<file path="src/rtl/hazard3_clint_pkg.sv">
// Shared constants and types for the CLINT-style machine timer / software-IRQ block.
package hazard3_clint_pkg;

    localparam logic [15:0] MSIP_BASE     = 16'h0000;
    localparam logic [15:0] MTIMECMP_BASE = 16'h4000;
    localparam logic [15:0] CTRL_ADDR     = 16'hBFF0;
    localparam logic [15:0] MTIME_ADDR    = 16'hBFF8;
    localparam logic [15:0] MTIMEH_ADDR   = 16'hBFFC;

    localparam int unsigned CTRL_EN       = 0;
    localparam int unsigned CTRL_DBG_STOP = 1;
    localparam logic [1:0]  CTRL_RESET    = 2'b11;

    localparam int unsigned N_HARTS_MAX   = 32;

    typedef enum logic [0:0] {
        StIdle,
        StResp
    } apb_state_e;

    typedef enum logic [2:0] {
        RegNone,
        RegMsip,
        RegCmpLo,
        RegCmpHi,
        RegCtrl,
        RegMtime,
        RegMtimeh
    } reg_sel_e;

endpackage

</file>
<file path="src/rtl/hazard3_clint_cmp.sv">
// Per-hart mtimecmp register with a registered unsigned compare against mtime.
module hazard3_clint_cmp (
    input  logic        i_clk,
    input  logic        i_rst,
    input  logic [31:0] i_wdata,
    input  logic        i_we_lo,
    input  logic        i_we_hi,
    input  logic [63:0] i_mtime,
    output logic [63:0] o_mtimecmp,
    output logic        o_timer_irq
);

    logic [63:0] r_cmp;
    logic        r_irq;

    always_ff @(posedge i_clk) begin
        if (i_rst) begin
            r_cmp <= '1;
            r_irq <= 1'b0;
        end else begin
            if (i_we_lo) r_cmp[31:0]  <= i_wdata;
            if (i_we_hi) r_cmp[63:32] <= i_wdata;
            r_irq <= (i_mtime >= r_cmp);
        end
    end

    assign o_mtimecmp  = r_cmp;
    assign o_timer_irq = r_irq;

endmodule

</file>
<file path="src/rtl/hazard3_clint_timer.sv">
// CLINT-style shared mtime, per-hart mtimecmp/msip, on a one-wait-state APB slave.
module hazard3_clint_timer
    import hazard3_clint_pkg::*;
#(
    parameter int unsigned N_HARTS  = 2,
    parameter int unsigned TICK_DIV = 1
) (
    input  logic               i_clk,
    input  logic               i_rst,
    input  logic [15:0]        i_paddr,
    input  logic               i_psel,
    input  logic               i_penable,
    input  logic               i_pwrite,
    input  logic [31:0]        i_pwdata,
    output logic [31:0]        o_prdata,
    output logic               o_pready,
    output logic               o_pslverr,
    input  logic               i_dbg_halt,
    input  logic               i_tick,
    output logic [N_HARTS-1:0] o_soft_irq,
    output logic [N_HARTS-1:0] o_timer_irq
);

    localparam logic [15:0] PRESC_MAX = 16'(TICK_DIV - 1);

    apb_state_e   r_state, w_state_next;
    logic [31:0]  r_prdata;
    logic         r_pslverr;
    logic [63:0]  r_mtime, w_mtime_d, w_mtime_inc;
    logic [31:0]  r_shadow;
    logic [15:0]  r_presc, w_presc_d;
    logic [1:0]   r_ctrl;
    logic [N_HARTS-1:0] r_msip;

    reg_sel_e     w_sel;
    logic [11:0]  w_hart;
    logic         w_err, w_access, w_wr, w_rd, w_qual, w_inc;
    logic [31:0]  w_rdata;
    logic [N_HARTS-1:0] w_hart_hit, w_timer_irq;
    logic [63:0]  w_cmp [N_HARTS];

    assign w_access = i_psel & i_penable & (r_state == StIdle);
    assign w_wr     = w_access & i_pwrite & ~w_err;
    assign w_rd     = w_access & ~i_pwrite & ~w_err;

    always_comb begin
        w_state_next = r_state;
        unique case (r_state)
            StIdle: if (w_access) w_state_next = StResp;
            StResp: w_state_next = StIdle;
            default: w_state_next = StIdle;
        endcase
    end

    // Hart index is range-checked here so array lookups below never go out of bounds.
    always_comb begin
        w_sel  = RegNone;
        w_err  = 1'b1;
        w_hart = '0;
        if (i_paddr[1:0] == 2'b00) begin
            if (i_paddr[15:14] == MSIP_BASE[15:14]) begin
                w_hart = i_paddr[13:2];
                if (w_hart < 12'(N_HARTS) && w_hart < 12'(N_HARTS_MAX)) begin
                    w_sel = RegMsip;
                    w_err = 1'b0;
                end
            end else if (i_paddr[15:14] == MTIMECMP_BASE[15:14]) begin
                w_hart = {1'b0, i_paddr[13:3]};
                if (w_hart < 12'(N_HARTS) && w_hart < 12'(N_HARTS_MAX)) begin
                    w_sel = i_paddr[2] ? RegCmpHi : RegCmpLo;
                    w_err = 1'b0;
                end
            end else if (i_paddr == CTRL_ADDR) begin
                w_sel = RegCtrl;
                w_err = 1'b0;
            end else if (i_paddr == MTIME_ADDR) begin
                w_sel = RegMtime;
                w_err = 1'b0;
            end else if (i_paddr == MTIMEH_ADDR) begin
                w_sel = RegMtimeh;
                w_err = 1'b0;
            end
        end
    end

    always_comb begin
        w_rdata = '0;
        case (w_sel)
            RegMsip: begin
                for (int unsigned h = 0; h < N_HARTS; h++) begin
                    if (w_hart_hit[h]) w_rdata[0] = r_msip[h];
                end
            end
            RegCmpLo: begin
                for (int unsigned h = 0; h < N_HARTS; h++) begin
                    if (w_hart_hit[h]) w_rdata = w_cmp[h][31:0];
                end
            end
            RegCmpHi: begin
                for (int unsigned h = 0; h < N_HARTS; h++) begin
                    if (w_hart_hit[h]) w_rdata = w_cmp[h][63:32];
                end
            end
            RegCtrl:   w_rdata = {30'b0, r_ctrl};
            RegMtime:  w_rdata = r_mtime[31:0];
            RegMtimeh: w_rdata = r_shadow;
            default:   w_rdata = '0;
        endcase
    end

    assign w_qual      = i_tick & r_ctrl[CTRL_EN] & ~(i_dbg_halt & r_ctrl[CTRL_DBG_STOP]);
    assign w_inc       = w_qual & (r_presc == PRESC_MAX);
    assign w_mtime_inc = r_mtime + 64'd1;

    always_comb begin
        w_presc_d = r_presc;
        if (w_wr && w_sel == RegCtrl) begin
            w_presc_d = '0;
        end else if (w_qual) begin
            w_presc_d = (r_presc == PRESC_MAX) ? 16'd0 : r_presc + 16'd1;
        end
    end

    // A bus write owns its half outright; an increment never carries across it.
    always_comb begin
        w_mtime_d = w_inc ? w_mtime_inc : r_mtime;
        if (w_wr && w_sel == RegMtime) begin
            w_mtime_d = {r_mtime[63:32], i_pwdata};
        end else if (w_wr && w_sel == RegMtimeh) begin
            w_mtime_d = {i_pwdata, (w_inc ? w_mtime_inc[31:0] : r_mtime[31:0])};
        end
    end

    always_ff @(posedge i_clk) begin
        if (i_rst) begin
            r_state   <= StIdle;
            r_prdata  <= '0;
            r_pslverr <= 1'b0;
            r_mtime   <= '0;
            r_shadow  <= '0;
            r_presc   <= '0;
            r_ctrl    <= CTRL_RESET;
            r_msip    <= '0;
        end else begin
            r_state   <= w_state_next;
            r_prdata  <= w_rd ? w_rdata : 32'd0;
            r_pslverr <= w_access & w_err;
            r_mtime   <= w_mtime_d;
            r_presc   <= w_presc_d;
            if (w_rd && w_sel == RegMtime) r_shadow <= r_mtime[63:32];
            if (w_wr && w_sel == RegCtrl)  r_ctrl <= i_pwdata[1:0];
            if (w_wr && w_sel == RegMsip) begin
                r_msip <= (r_msip & ~w_hart_hit) | (w_hart_hit & {N_HARTS{i_pwdata[0]}});
            end
        end
    end

    for (genvar h = 0; h < N_HARTS; h++) begin : g_hart
        assign w_hart_hit[h] = (w_hart == 12'(h));

        hazard3_clint_cmp u_cmp (
            .i_clk       (i_clk),
            .i_rst       (i_rst),
            .i_wdata     (i_pwdata),
            .i_we_lo     (w_wr && w_sel == RegCmpLo && w_hart_hit[h]),
            .i_we_hi     (w_wr && w_sel == RegCmpHi && w_hart_hit[h]),
            .i_mtime     (r_mtime),
            .o_mtimecmp  (w_cmp[h]),
            .o_timer_irq (w_timer_irq[h])
        );
    end

    assign o_prdata    = r_prdata;
    assign o_pready    = (r_state == StResp);
    assign o_pslverr   = r_pslverr;
    assign o_soft_irq  = r_msip;
    assign o_timer_irq = w_timer_irq;

endmodule

</file>
<file path="config.mk">
export PLATFORM = sky130hd
export DESIGN_NAME = hazard3_clint_timer
export DESIGN_NICKNAME = d
export VERILOG_FILES = /design/src/rtl/hazard3_clint_pkg.sv /design/src/rtl/hazard3_clint_cmp.sv /design/src/rtl/hazard3_clint_timer.sv
export SDC_FILE = /design/constraint.sdc
export NUM_CORES = 1
export LEC_CHECK = 0
export ABC_CLOCK_PERIOD_IN_PS = 4650
export CAP_MARGIN = 30
export CORE_MARGIN = 8
export CORE_UTILIZATION = 58
export CTS_CLUSTER_DIAMETER = 40
export DETAILED_ROUTE_END_ITERATION = 6
export MAX_ROUTING_LAYER = met4
export PLACE_DENSITY = 0.87
export SLEW_MARGIN = 20
export SYNTH_ARGS = -nofsm -noshare
export SYNTH_HDL_FRONTEND = slang
export SYNTH_HIERARCHICAL = 1
export SYNTH_SLANG_ARGS = --single-unit
</file>
<file path="constraint.sdc">
create_clock -name i_clk -period 4.65 [get_ports i_clk]
set_input_delay 1.395 -clock i_clk [delete_from_list [all_inputs] [get_ports i_clk]]
set_output_delay 1.395 -clock i_clk [all_outputs]
set_load 0.1 [all_outputs]
</file>
==> run_results.csv <==
group,metric,value,unit
status,outcome,"finished, violations left",
status,failed_checks,"DRC",
clocking,post-cts-setup-buffer-count,0,
final_layout,final_cell_count_no_fill,2244,
job,max-cap-violations,0,
routing,antenna_left,0,
setup_path,worst_setup_path_end_kind,"flop",
power_and_ir_drop,p_sw,1.27,mW
place,post-place-ws,0.454,ns
place,port_buffers,92,
setup_path,cp_slowest_cell,"buf_4",
setup_path,cp.required,5.08,ns
sta,setup_viol,0,
global_routing,antenna_found_initial,0,
final_layout,n_antenna_cell,0,
sta,post-route-period-util,80.8,%
sta,finalCriticalPeriod,3.76,ns
synth,synth_flop_cell,"dfxtp_1",
final_layout,drive_gt1_share,8.07,%
setup_path,critPathMaxStageDelay,0.43,ns
floorplan,start_util,58.9,%
synth,ys_ff_latch,280,
floorplan,die_area,31900,um2
setup_path,start_kind,"input pin",
global_routing,grt_max_degree,65,
synth,synth_top_area_share,36.6,%
setup_path,worst_ep_arrival_time,4.19,ns
routing,first_pass_iters,7,
global_routing,grt_overflow,0,
floorplan,rows,59,
synth,synth_top_area_cell,"dfxtp_1",
routing,drtIter0Drc,1867,
sta,fin_ws,0.891,ns
final_layout,synthToLayoutAreaGrowth,16.7,%
sta,slew_violations,0,
synth,syn-cell-area,15300,um2
floorplan,core_area,26000,um2
clocking,tritoncts,"done",
power_and_ir_drop,intPower,4.21,mW
setup_path,crit_top_cell,"nand2_1",
global_routing,track_usage,30.6,%
floorplan,die_x,178,um
sta,rsz0062_at_grt,"no",
setup_path,path_buf_inv,3,
min_path,holdCritPathClass,"reg2reg",
power_and_ir_drop,swShare,23.2,%
clocking,cts_resized,0,
final_layout,design_area,17900,um2
synth,yosysSeqAreaShare,36.6,%
synth,synth_enable_flop_cells,0,
clocking,worstSkewPairLatency,0.53,ns
power_and_ir_drop,seqPwrFrac,43.9,%
floorplan,die_h,178,um
setup_path,cpLargestDelayFamily,"simple AND/OR/NAND/NOR gates",
power_and_ir_drop,power_density,307,nW/um2
synth,async_flop_share,0,%
synth,yosys-top-cells-area,"dfxtp_1 37%, ha_1 11%, nand2_1 7.0%",
synth,yosysWarnings,6,
routing,routed_wl,48.2,mm
synth,ys_top_cells_by_count,"286 x nand2_1, 280 x dfxtp_1, 144 x inv_1",
synth,postSynthCellCount,1822,
place,gp_congestion,0.936,
final_layout,nNetsFinal,2066,
sta,hold_viol_final,0,
floorplan,ios,93,
sta,worstMarginPinSlew,1.01,ns
clocking,path_clk_slew,0.05,ns
power_and_ir_drop,clkPwrFrac,52.6,%
clocking,cts_max_path_buffers,3,
clocking,cts_max_level,2,
setup_path,path_max_fanout,64,
sta,max_freq,266,MHz
place,dpl.cell_count,2173,
sta,maxSlewHeadroom,32.5,%
routing,drc,5,
clocking,hold_buffers,0,
power_and_ir_drop,worst_ir_drop_vdd,0.352,mV
global_routing,grt_pass1_vias,14685,
global_routing,grt_pass1_wl,76.6,mm
setup_path,crit_chain,"clkdlybuf4s50_1 -> nor4_1 -> and4_1 -> and2_1 -> buf_4 -> nand2_1 -> nor3_2 -> buf_12 -> nand2_1 -> o211ai_1",
synth,ys_types,67,
setup_path,path_class,"in2reg",
clocking,ctsRootBufferMaster,"clkbuf_16",
synth,synth.most_common_cell,"nand2_1",
clocking,clock_sinks,280,
place,dp_hpwl,33.2,mm
place,placed_cell_area,16600,um2
clocking,cts_buffers,40,
sta,skew,0.0224,ns
power_and_ir_drop,combPwrFrac,3.4,%
synth,syn-num-nets,2008,
synth,syn_avg_cell_area,8.40,um2
sta,timing.hold.ws,0.456,ns
power_and_ir_drop,power.leakage,7.76,nW
sta,tns,0,ns
routing,avgRoutedWirePerCell,21.5,um
routing,vias,14919,
routing,viasPerCell,6.65,
-- worst paths after layout --
path | cells past startpoint | slack (ns) | start | endpoint
setup / recovery | 10 | 0.89 | i_paddr[11] | g_hart[1].u_cmp/o_mtimecmp[45]
hold / removal | 2 | 0.46 | r_shadow[0] | r_shadow[0]
setup reg to reg | 6 | 1.77 | r_mtime[2] | r_mtime[23]
hold reg to reg | 2 | 0.46 | r_shadow[0] | r_shadow[0]
-- state kept, by name, indices dropped and copies added, names as in the netlist, named ones only --
signal / flops
r_mtime: 64
g_hart.u_cmp/o_timer_irq: 2
o_pready: 1
r_presc: 16
g_hart.u_cmp/o_mtimecmp: 128
r_ctrl: 2
o_prdata: 32
o_pslverr: 1
r_shadow: 32
-- area by class of cell --
class	instances	area, um2
clock inverters	17	131
fillers	1971	8120
clock buffers	54	1140
well taps	335	419
multi-input cells	1286	8780
flip-flops and latches	280	5610
inverters	146	548
repair buffers	126	1240
-- stage by stage --
stage	power, mW	utilization, %
after global placement	2.64	63.8
after detailed placement	2.64	63.9
after CTS	5.49	68.8
after global routing	5.61	68.8
after floorplan	2.53	-
final	5.48	68.8
-- worst register-to-register path: stages, from the launching register on --
cell and delay [ns]:
dfxtp_1 0.47, and4_1 0.41, and2_1 0.39, nand4_1 0.61, nor4_1 0.55, xnor2_1 0.13
a211oi_1 0.24
-- routing by layer --
layer  vias to the layer above  track usage (%)  wire (um)
li1                       6718                -          -
met1                      6949             37.4      18800
met2                      1032             47.7      21500
met3                       220             5.72       5370
met4                         0             15.7       2450
met5                         -                -          0
-- kinds of logic (layout without fill, tap and decap cells) --
family	after synthesis	after routing	share of synthesized area, %
simple gates	623	623	20.0
buf+inv	256	343	6.37
xor+xnor	76	76	4.35
compound gates	450	450	21.6
flops	280	280	36.6
mux	6	6	0.392
fa+ha+maj	131	131	10.7
-- power by group through the flow --
stage | Combinational [mW] | Sequential [mW] | Clock (mW)
final | 0.188 | 2.41 | 2.88
after floorplan | 0.0659 | 2.46 | 0
after global routing | 0.196 | 2.41 | 3.01
after CTS | 0.182 | 2.41 | 2.90
after detailed placement | 0.181 | 2.46 | 0
after global placement | 0.177 | 2.46 | 0
-- placed cells by master (no fill, tap or decap), drive strengths merged, types with 15 or more instances in the layout --
cell type and n:
clkbuf 54, o211ai 128, a32oi 31, buf 35, a222oi 15, ha 131, nand4 53, inv 150
xor2 42, clkdlybuf4s50 91, xnor2 34, a22o 19, nor2 109, nand3 54, nand2 286, and4 22
a31oi 32, a21oi 97, a211oi 62, nor4 17, dfxtp 280, nor3 25, o21ai 20, and3 16
(Power assumes the default switching activity.)
